File: config.mk
export PLATFORM = sky130hd
export DESIGN_NAME = instr_fetch
export DESIGN_NICKNAME = d
export VERILOG_FILES = /design/src/rtl/instr_fetch_pkg.sv /design/src/rtl/instr_fetch_pc_next_sel.sv /design/src/rtl/instr_fetch.sv
export SDC_FILE = /design/constraint.sdc
export NUM_CORES = 1
export LEC_CHECK = 0
export CAP_MARGIN = 30
export CORE_AREA = 8 8 112 114
export DETAILED_ROUTE_END_ITERATION = 6
export DIE_AREA = 0 0 120 122
export GPL_TIMING_DRIVEN = 0
export PLACE_DENSITY = 0.9
export SLEW_MARGIN = 20
export SYNTH_ARGS = -nofsm -noshare
export SYNTH_HDL_FRONTEND = slang
export SYNTH_HIERARCHICAL = 1
export SYNTH_SLANG_ARGS = --single-unit
File: constraint.sdc
create_clock -name clk -period 8 [get_ports clk]
set_clock_uncertainty 0.1 [all_clocks]
set_input_delay 1.6 -clock clk [delete_from_list [all_inputs] [get_ports clk]]
set_output_delay 1.6 -clock clk [all_outputs]
set_load 0.02 [all_outputs]
File: src/rtl/instr_fetch_pkg.sv
// ifetch_pkg: shared definitions for the RV32I instruction fetch stage.
//   - pc_src encodings driven by the main controller
//   - fetch FSM state type
//   - reset value of the instruction register (canonical NOP: addi x0,x0,0)
package ifetch_pkg;

    localparam logic [1:0] PCSRC_PLUS4  = 2'b00;
    localparam logic [1:0] PCSRC_TARGET = 2'b01;
    localparam logic [1:0] PCSRC_JALR   = 2'b10;

    localparam logic [31:0] NOP_INSTR = 32'h0000_0013;

    typedef enum logic [1:0] {
        FETCH = 2'd0,
        HOLD  = 2'd1,
        HALT  = 2'd2
    } fetch_state_t;

endpackage

File: src/rtl/instr_fetch_pc_next_sel.sv
// pc_next_sel: combinational next-PC multiplexer with misalignment detect.
//   pc         in   current PC
//   pc_src     in   00 PC+4, 01 pc_target, 10 alu_result with bit 0 cleared,
//                   11 (reserved) PC+4
//   pc_target  in   branch/jal target (PC+imm)
//   alu_result in   jalr target
//   next_pc    out  selected next PC (adds wrap modulo 2^XLEN)
//   misaligned out  next_pc is not 4-byte aligned
module pc_next_sel
    import ifetch_pkg::*;
#(
    parameter int unsigned XLEN = 32
) (
    input  logic [XLEN-1:0] pc,
    input  logic [1:0]      pc_src,
    input  logic [XLEN-1:0] pc_target,
    input  logic [XLEN-1:0] alu_result,
    output logic [XLEN-1:0] next_pc,
    output logic            misaligned
);

    localparam logic [XLEN-1:0] JALR_MASK = {{(XLEN-1){1'b1}}, 1'b0};

    logic [XLEN-1:0] plus4;

    assign plus4 = pc + XLEN'(4);

    always_comb begin
        next_pc = plus4;
        case (pc_src)
            PCSRC_TARGET: next_pc = pc_target;
            PCSRC_JALR:   next_pc = alu_result & JALR_MASK;
            default:      next_pc = plus4;
        endcase
    end

    assign misaligned = |next_pc[1:0];

endmodule

File: src/rtl/instr_fetch.sv
// instr_fetch: RV32I instruction fetch stage.
// Holds the PC, issues instruction-memory requests with a ready handshake,
// latches the fetched word and exposes its decode fields. On exec_done the
// next PC is chosen from pc_src; a misaligned target halts the core.
//
// Ports:
//   clk, rst            clock, synchronous active-high reset
//   imem_req/imem_addr  fetch request and address (address == pc)
//   imem_rdata/ready    returned instruction word, completion strobe
//   pc_src              next-PC select (see pc_next_sel)
//   pc_target           branch/jal target
//   alu_result          jalr target
//   exec_done           datapath finished the current instruction
//   instr_valid         instr and its fields hold a fetched instruction
//   instr, opc, func3, func7  instruction register and decode fields
//   pc, pc_plus4        address of instr and its successor
//   fetch_err           sticky error (misalignment or timeout); core halted
//
// Build option: define IFETCH_TIMEOUT_EN to enable the fetch watchdog, which
// halts with fetch_err after TIMEOUT_CYCLES consecutive unanswered requests.
module instr_fetch
    import ifetch_pkg::*;
#(
    parameter int unsigned     XLEN           = 32,
    parameter logic [XLEN-1:0] RESET_PC       = '0,
    parameter int unsigned     TIMEOUT_CYCLES = 255
) (
    input  logic            clk,
    input  logic            rst,
    output logic            imem_req,
    output logic [XLEN-1:0] imem_addr,
    input  logic [XLEN-1:0] imem_rdata,
    input  logic            imem_ready,
    input  logic [1:0]      pc_src,
    input  logic [XLEN-1:0] pc_target,
    input  logic [XLEN-1:0] alu_result,
    input  logic            exec_done,
    output logic            instr_valid,
    output logic [XLEN-1:0] instr,
    output logic [6:0]      opc,
    output logic [2:0]      func3,
    output logic [6:0]      func7,
    output logic [XLEN-1:0] pc,
    output logic [XLEN-1:0] pc_plus4,
    output logic            fetch_err
);

    fetch_state_t    state;
    fetch_state_t    state_next;
    logic [XLEN-1:0] pc_q;
    logic [XLEN-1:0] instr_q;
    logic            err_q;
    logic [XLEN-1:0] next_pc;
    logic            misaligned;
    logic            timeout;

    pc_next_sel #(
        .XLEN(XLEN)
    ) u_pc_next_sel (
        .pc         (pc_q),
        .pc_src     (pc_src),
        .pc_target  (pc_target),
        .alu_result (alu_result),
        .next_pc    (next_pc),
        .misaligned (misaligned)
    );

`ifdef IFETCH_TIMEOUT_EN
    localparam int unsigned CNT_W =
        ($clog2(TIMEOUT_CYCLES + 1) > 8) ? $clog2(TIMEOUT_CYCLES + 1) : 8;

    logic [CNT_W-1:0] wait_cnt;

    // Held at zero outside FETCH, so every entry into FETCH starts a fresh count.
    always_ff @(posedge clk) begin
        if (rst || state != FETCH) begin
            wait_cnt <= '0;
        end else if (!imem_ready) begin
            wait_cnt <= wait_cnt + CNT_W'(1);
        end
    end

    // Fires during the TIMEOUT_CYCLES-th consecutive unanswered FETCH cycle.
    assign timeout = (state == FETCH) && !imem_ready
                     && (wait_cnt == CNT_W'(TIMEOUT_CYCLES - 1));
`else
    logic unused_timeout_cfg;

    assign unused_timeout_cfg = (TIMEOUT_CYCLES == 0);
    assign timeout            = 1'b0;
`endif

    // State register
    always_ff @(posedge clk) begin
        if (rst) begin
            state <= FETCH;
        end else begin
            state <= state_next;
        end
    end

    // Next-state logic
    always_comb begin
        state_next = state;
        case (state)
            FETCH: begin
                if (timeout) begin
                    state_next = HALT;
                end else if (imem_ready) begin
                    state_next = HOLD;
                end
            end
            HOLD: begin
                if (exec_done) begin
                    state_next = misaligned ? HALT : FETCH;
                end
            end
            HALT:    state_next = HALT;
            default: state_next = FETCH;
        endcase
    end

    // Outputs: gated by rst so the request drops in the cycle reset is applied
    // and rises in the first cycle after it is released.
    always_comb begin
        imem_req    = 1'b0;
        instr_valid = 1'b0;
        case (state)
            FETCH:   imem_req    = !rst;
            HOLD:    instr_valid = !rst;
            default: ;
        endcase
    end

    // PC, instruction register and sticky error
    always_ff @(posedge clk) begin
        if (rst) begin
            pc_q    <= RESET_PC;
            instr_q <= NOP_INSTR;
            err_q   <= 1'b0;
        end else begin
            if (state == FETCH && imem_ready) begin
                instr_q <= imem_rdata;
            end
            if (state == HOLD && exec_done) begin
                if (misaligned) begin
                    err_q <= 1'b1;
                end else begin
                    pc_q <= next_pc;
                end
            end
            if (timeout) begin
                err_q <= 1'b1;
            end
        end
    end

    assign imem_addr = pc_q;
    assign pc        = pc_q;
    assign pc_plus4  = pc_q + XLEN'(4);
    assign instr     = instr_q;
    assign opc       = instr_q[6:0];
    assign func3     = instr_q[14:12];
    assign func7     = instr_q[31:25];
    assign fetch_err = err_q;

endmodule
==> results.py <==
metrics = {
    "clock_network": {
        "cts_inserted_buffers": 9,
        "cts_setup_buffers": 0,
        "cts-resized-gates": 0,
        "cts_hold_buf": 0,
        "cts_tree": "built",
        "root_buffer": "clkbuf_8",
        "cts_buffer_depth": 2,
        "cts.clk_slew.worst_paths_ps": 70,
        "clk_latency_ps": 330,
        "h-tree-depth": 3,
        "numClockSinks": 67,
    },
    "floorplan": {
        "die_height_um": 122,
        "fp.dieW_um": 120,
        "dieArea_mm2": 0.0146,
        "start_util_pct": 42.4,
        "num_rows": 38,
        "core-area_mm2": 0.0107,
        "ios": 250,
    },
    "timing": {
        "finalMaxSlewViolations": 0,
        "post-route-min-period_ps": 4710,
        "setup_viol": 0,
        "fmax_mhz": 212,
        "finalCritPeriodShare_pct": 58.8,
        "max_slew_margin_pct": 56.5,
        "rsz0062_at_grt": "no",
        "max_slew.worst_pin.slew_ps": 653,
        "finalHoldViolCount": 0,
        "fin_setup_tns_ps": 0,
    },
    "route": {
        "drtIter0Drc": 337,
        "via_per_inst": 5.36,
        "via_count": 5479,
        "wl_per_cell_um": 17.9,
        "ant_nets": 0,
        "firstDrtPassIters": 5,
        "drc_errors": 0,
        "routed_wl_mm": 18.3,
    },
    "flow_run": {
        "drv_cap": 0,
    },
    "synth": {
        "synth.avg_cell_area_um2": 7.32,
        "synth_edf_count": 0,
        "synth_cell_type_count": 44,
        "synth-seq-cells": 67,
        "synth.net_count": 726,
        "synth-seq-area-share_pct": 29.6,
        "synthFlopType": "dfxtp_1",
        "syn_inst": 620,
        "async_flop_share_pct": 0,
        "yosysWarnings": 6,
        "syn-cell-area_mm2": 0.00454,
    },
    "hold_path": {
        "hp-class": "reg -> reg",
        "hold_depth": 2,
    },
    "place": {
        "hpwl_mm": 14.2,
        "gp_congestion": 0.891,
        "portBuffers": 247,
    },
    "critical_path": {
        "end_kind": "output port",
        "cpMaxStageDelayCell": "clkdlybuf4s50_1",
        "critPathMaxStageDelay_ps": 650,
        "crit_required_ps": 6300,
        "cp-start-kind": "flip-flop",
        "crit_type": "reg -> out",
        "critPathTopFamily": "buffers and inverters",
        "crit_cells": 6,
        "path_max_fanout": 12,
        "worstPathCellList": "and4_1 -> clkbuf_1 -> nand4_1 -> nor3_2 -> xor2_1 -> clkdlybuf4s50_1",
        "arrival_ps": 3010,
        "crit_buf_inv": 2,
        "r2r_cells": 9,
    },
    "grt": {
        "grt_max_degree": 15,
        "grt-ovfl-total": 0,
        "grtUsageTotal_pct": 24.1,
        "grt_pass1_wl_mm": 28.5,
        "grt_pass1_vias": 5427,
        "antenna_found_initial": 0,
    },
    "final_layout": {
        "antenna_cells": 0,
        "layout_commonest_cell": "clkdlybuf4s50_1",
        "drive_gt1_share_pct": 10.2,
        "nets": 984,
        "syn2layout_area_growth_pct": 62.6,
        "layout_common_cells": "247 x clkdlybuf4s50_1, 151 x nand2_1, 74 x a21oi_1, 67 x dfxtp_1, 52 x buf_4",
    },
    "power_and_ir_drop": {
        "netSwitchingPower_uw": 291,
        "cellLeakagePower_nw": 2.65,
        "switching_share_pct": 31.5,
        "finalPower_uw": 924,
        "power_frac_comb_pct": 29.5,
        "share_seq_of_total_power_pct": 40.2,
        "powerDensity_mw_per_mm2": 125,
        "ir_drop_mv": 0.106,
        "pwr-share-clk_pct": 30.3,
        "p_int_uw": 632,
    },
    "run_status": {
        "status": "finished clean",
    },
}
## sequential cells by signal, summed over array words and instances, names as in the netlist
name	count
instr	32
imem_addr	32
state	2
fetch_err	1
## through the flow
step | area, um^2 | worst slack (ps) | hold WS, ps | utilization, % | std cells
6_report | 7380 | 3290 | 355 | 69.0 | 1023
3_5_place_dp | 7190 | 3190 | 347 | 67.2 | 1007
3_3_place_gp | 7190 | 3250 | 341 | 67.2 | 1007
5_1_grt | 7380 | 3150 | 386 | 69.0 | 1023
4_1_cts | 7380 | 3260 | 356 | 69.0 | 1023
2_1_floorplan | 4540 | 3860 | 399 | - | 620
## final cells by class
type	count	area (um^2)
clock inverters	7	68.8
plain buffers	96	571
fillers	895	3320
repair buffers	247	2470
inverters	10	37.5
flip-flops and latches	67	1340
well taps	140	175
multi-input cells	447	2590
clock buffers	9	124
## metal layers
metal | share of wire (%) | up-vias | wire (um) | global-route usage (%)
li1 | - | 2649 | - | -
met1 | 37 | 2505 | 6770 | 26.4
met2 | 48 | 286 | 8730 | 40.7
met3 | 12 | 39 | 2270 | 10.2
met4 | 2.8 | 0 | 510 | 9.37
met5 | 0 | - | 0 | 0
## cells in the mapped netlist, drive strengths merged (4+ instances only)
| cell | count | area share [%] |
|---|---|---|
| a21oi | 74 | 8.2 |
| a221oi | 29 | 5.6 |
| a31oi | 15 | 2.1 |
| and2 | 4 | 0.55 |
| and3 | 8 | 1.1 |
| and4 | 9 | 1.7 |
| buf | 61 | 9.7 |
| clkbuf | 35 | 2.9 |
| dfxtp | 67 | 30 |
| ha | 4 | 1.1 |
| inv | 10 | 0.83 |
| nand2 | 151 | 12 |
| nand3 | 16 | 2.0 |
| nand4 | 19 | 3.2 |
| nor2 | 12 | 0.99 |
| nor3 | 11 | 1.9 |
| o21ai | 11 | 1.2 |
| o31ai | 7 | 1.2 |
| or3 | 8 | 1.1 |
| or4 | 8 | 1.4 |
| xnor2 | 20 | 3.9 |
| xor2 | 18 | 3.5 |
## tightest hold or removal path, cell delays in order (launching register included)
cell     delay, ps
dfxtp_1        310
nand2_1         50
a21oi_1         50
## final timing paths
path                                   from                    endpoint  slack [ps]
setup reg to reg  imem_addr[2]$_SDFFE_PP0P_  imem_addr[26]$_SDFFE_PP0P_        5520
hold reg to reg      instr[20]$_SDFFE_PP0P_      instr[20]$_SDFFE_PP0P_         350
setup / recovery  imem_addr[4]$_SDFFE_PP0P_                pc_plus4[30]        3290
hold / removal       instr[20]$_SDFFE_PP0P_      instr[20]$_SDFFE_PP0P_         350
## kinds of logic after synthesis
logic type / count (synthesis) / synth area share [%]
AND/OR/NAND/NOR: 263 / 29.3
AO/OA/AOI/OAI: 142 / 19.3
buffers and inverters: 106 / 13.4
flip-flops: 67 / 29.6
XOR/XNOR: 38 / 7.33
adder cells (fa/ha/maj): 4 / 1.10
## power by group through the flow
stage	sequential (mW)	combinational [mW]	clock, mW
floorplan	0.392	0.115	0
global placement	0.378	0.269	0
detailed placement	0.379	0.272	0
CTS	0.371	0.274	0.282
global route	0.375	0.293	0.300
finish	0.371	0.273	0.280
No activity file was read; power rests on OpenSTA's default activity.
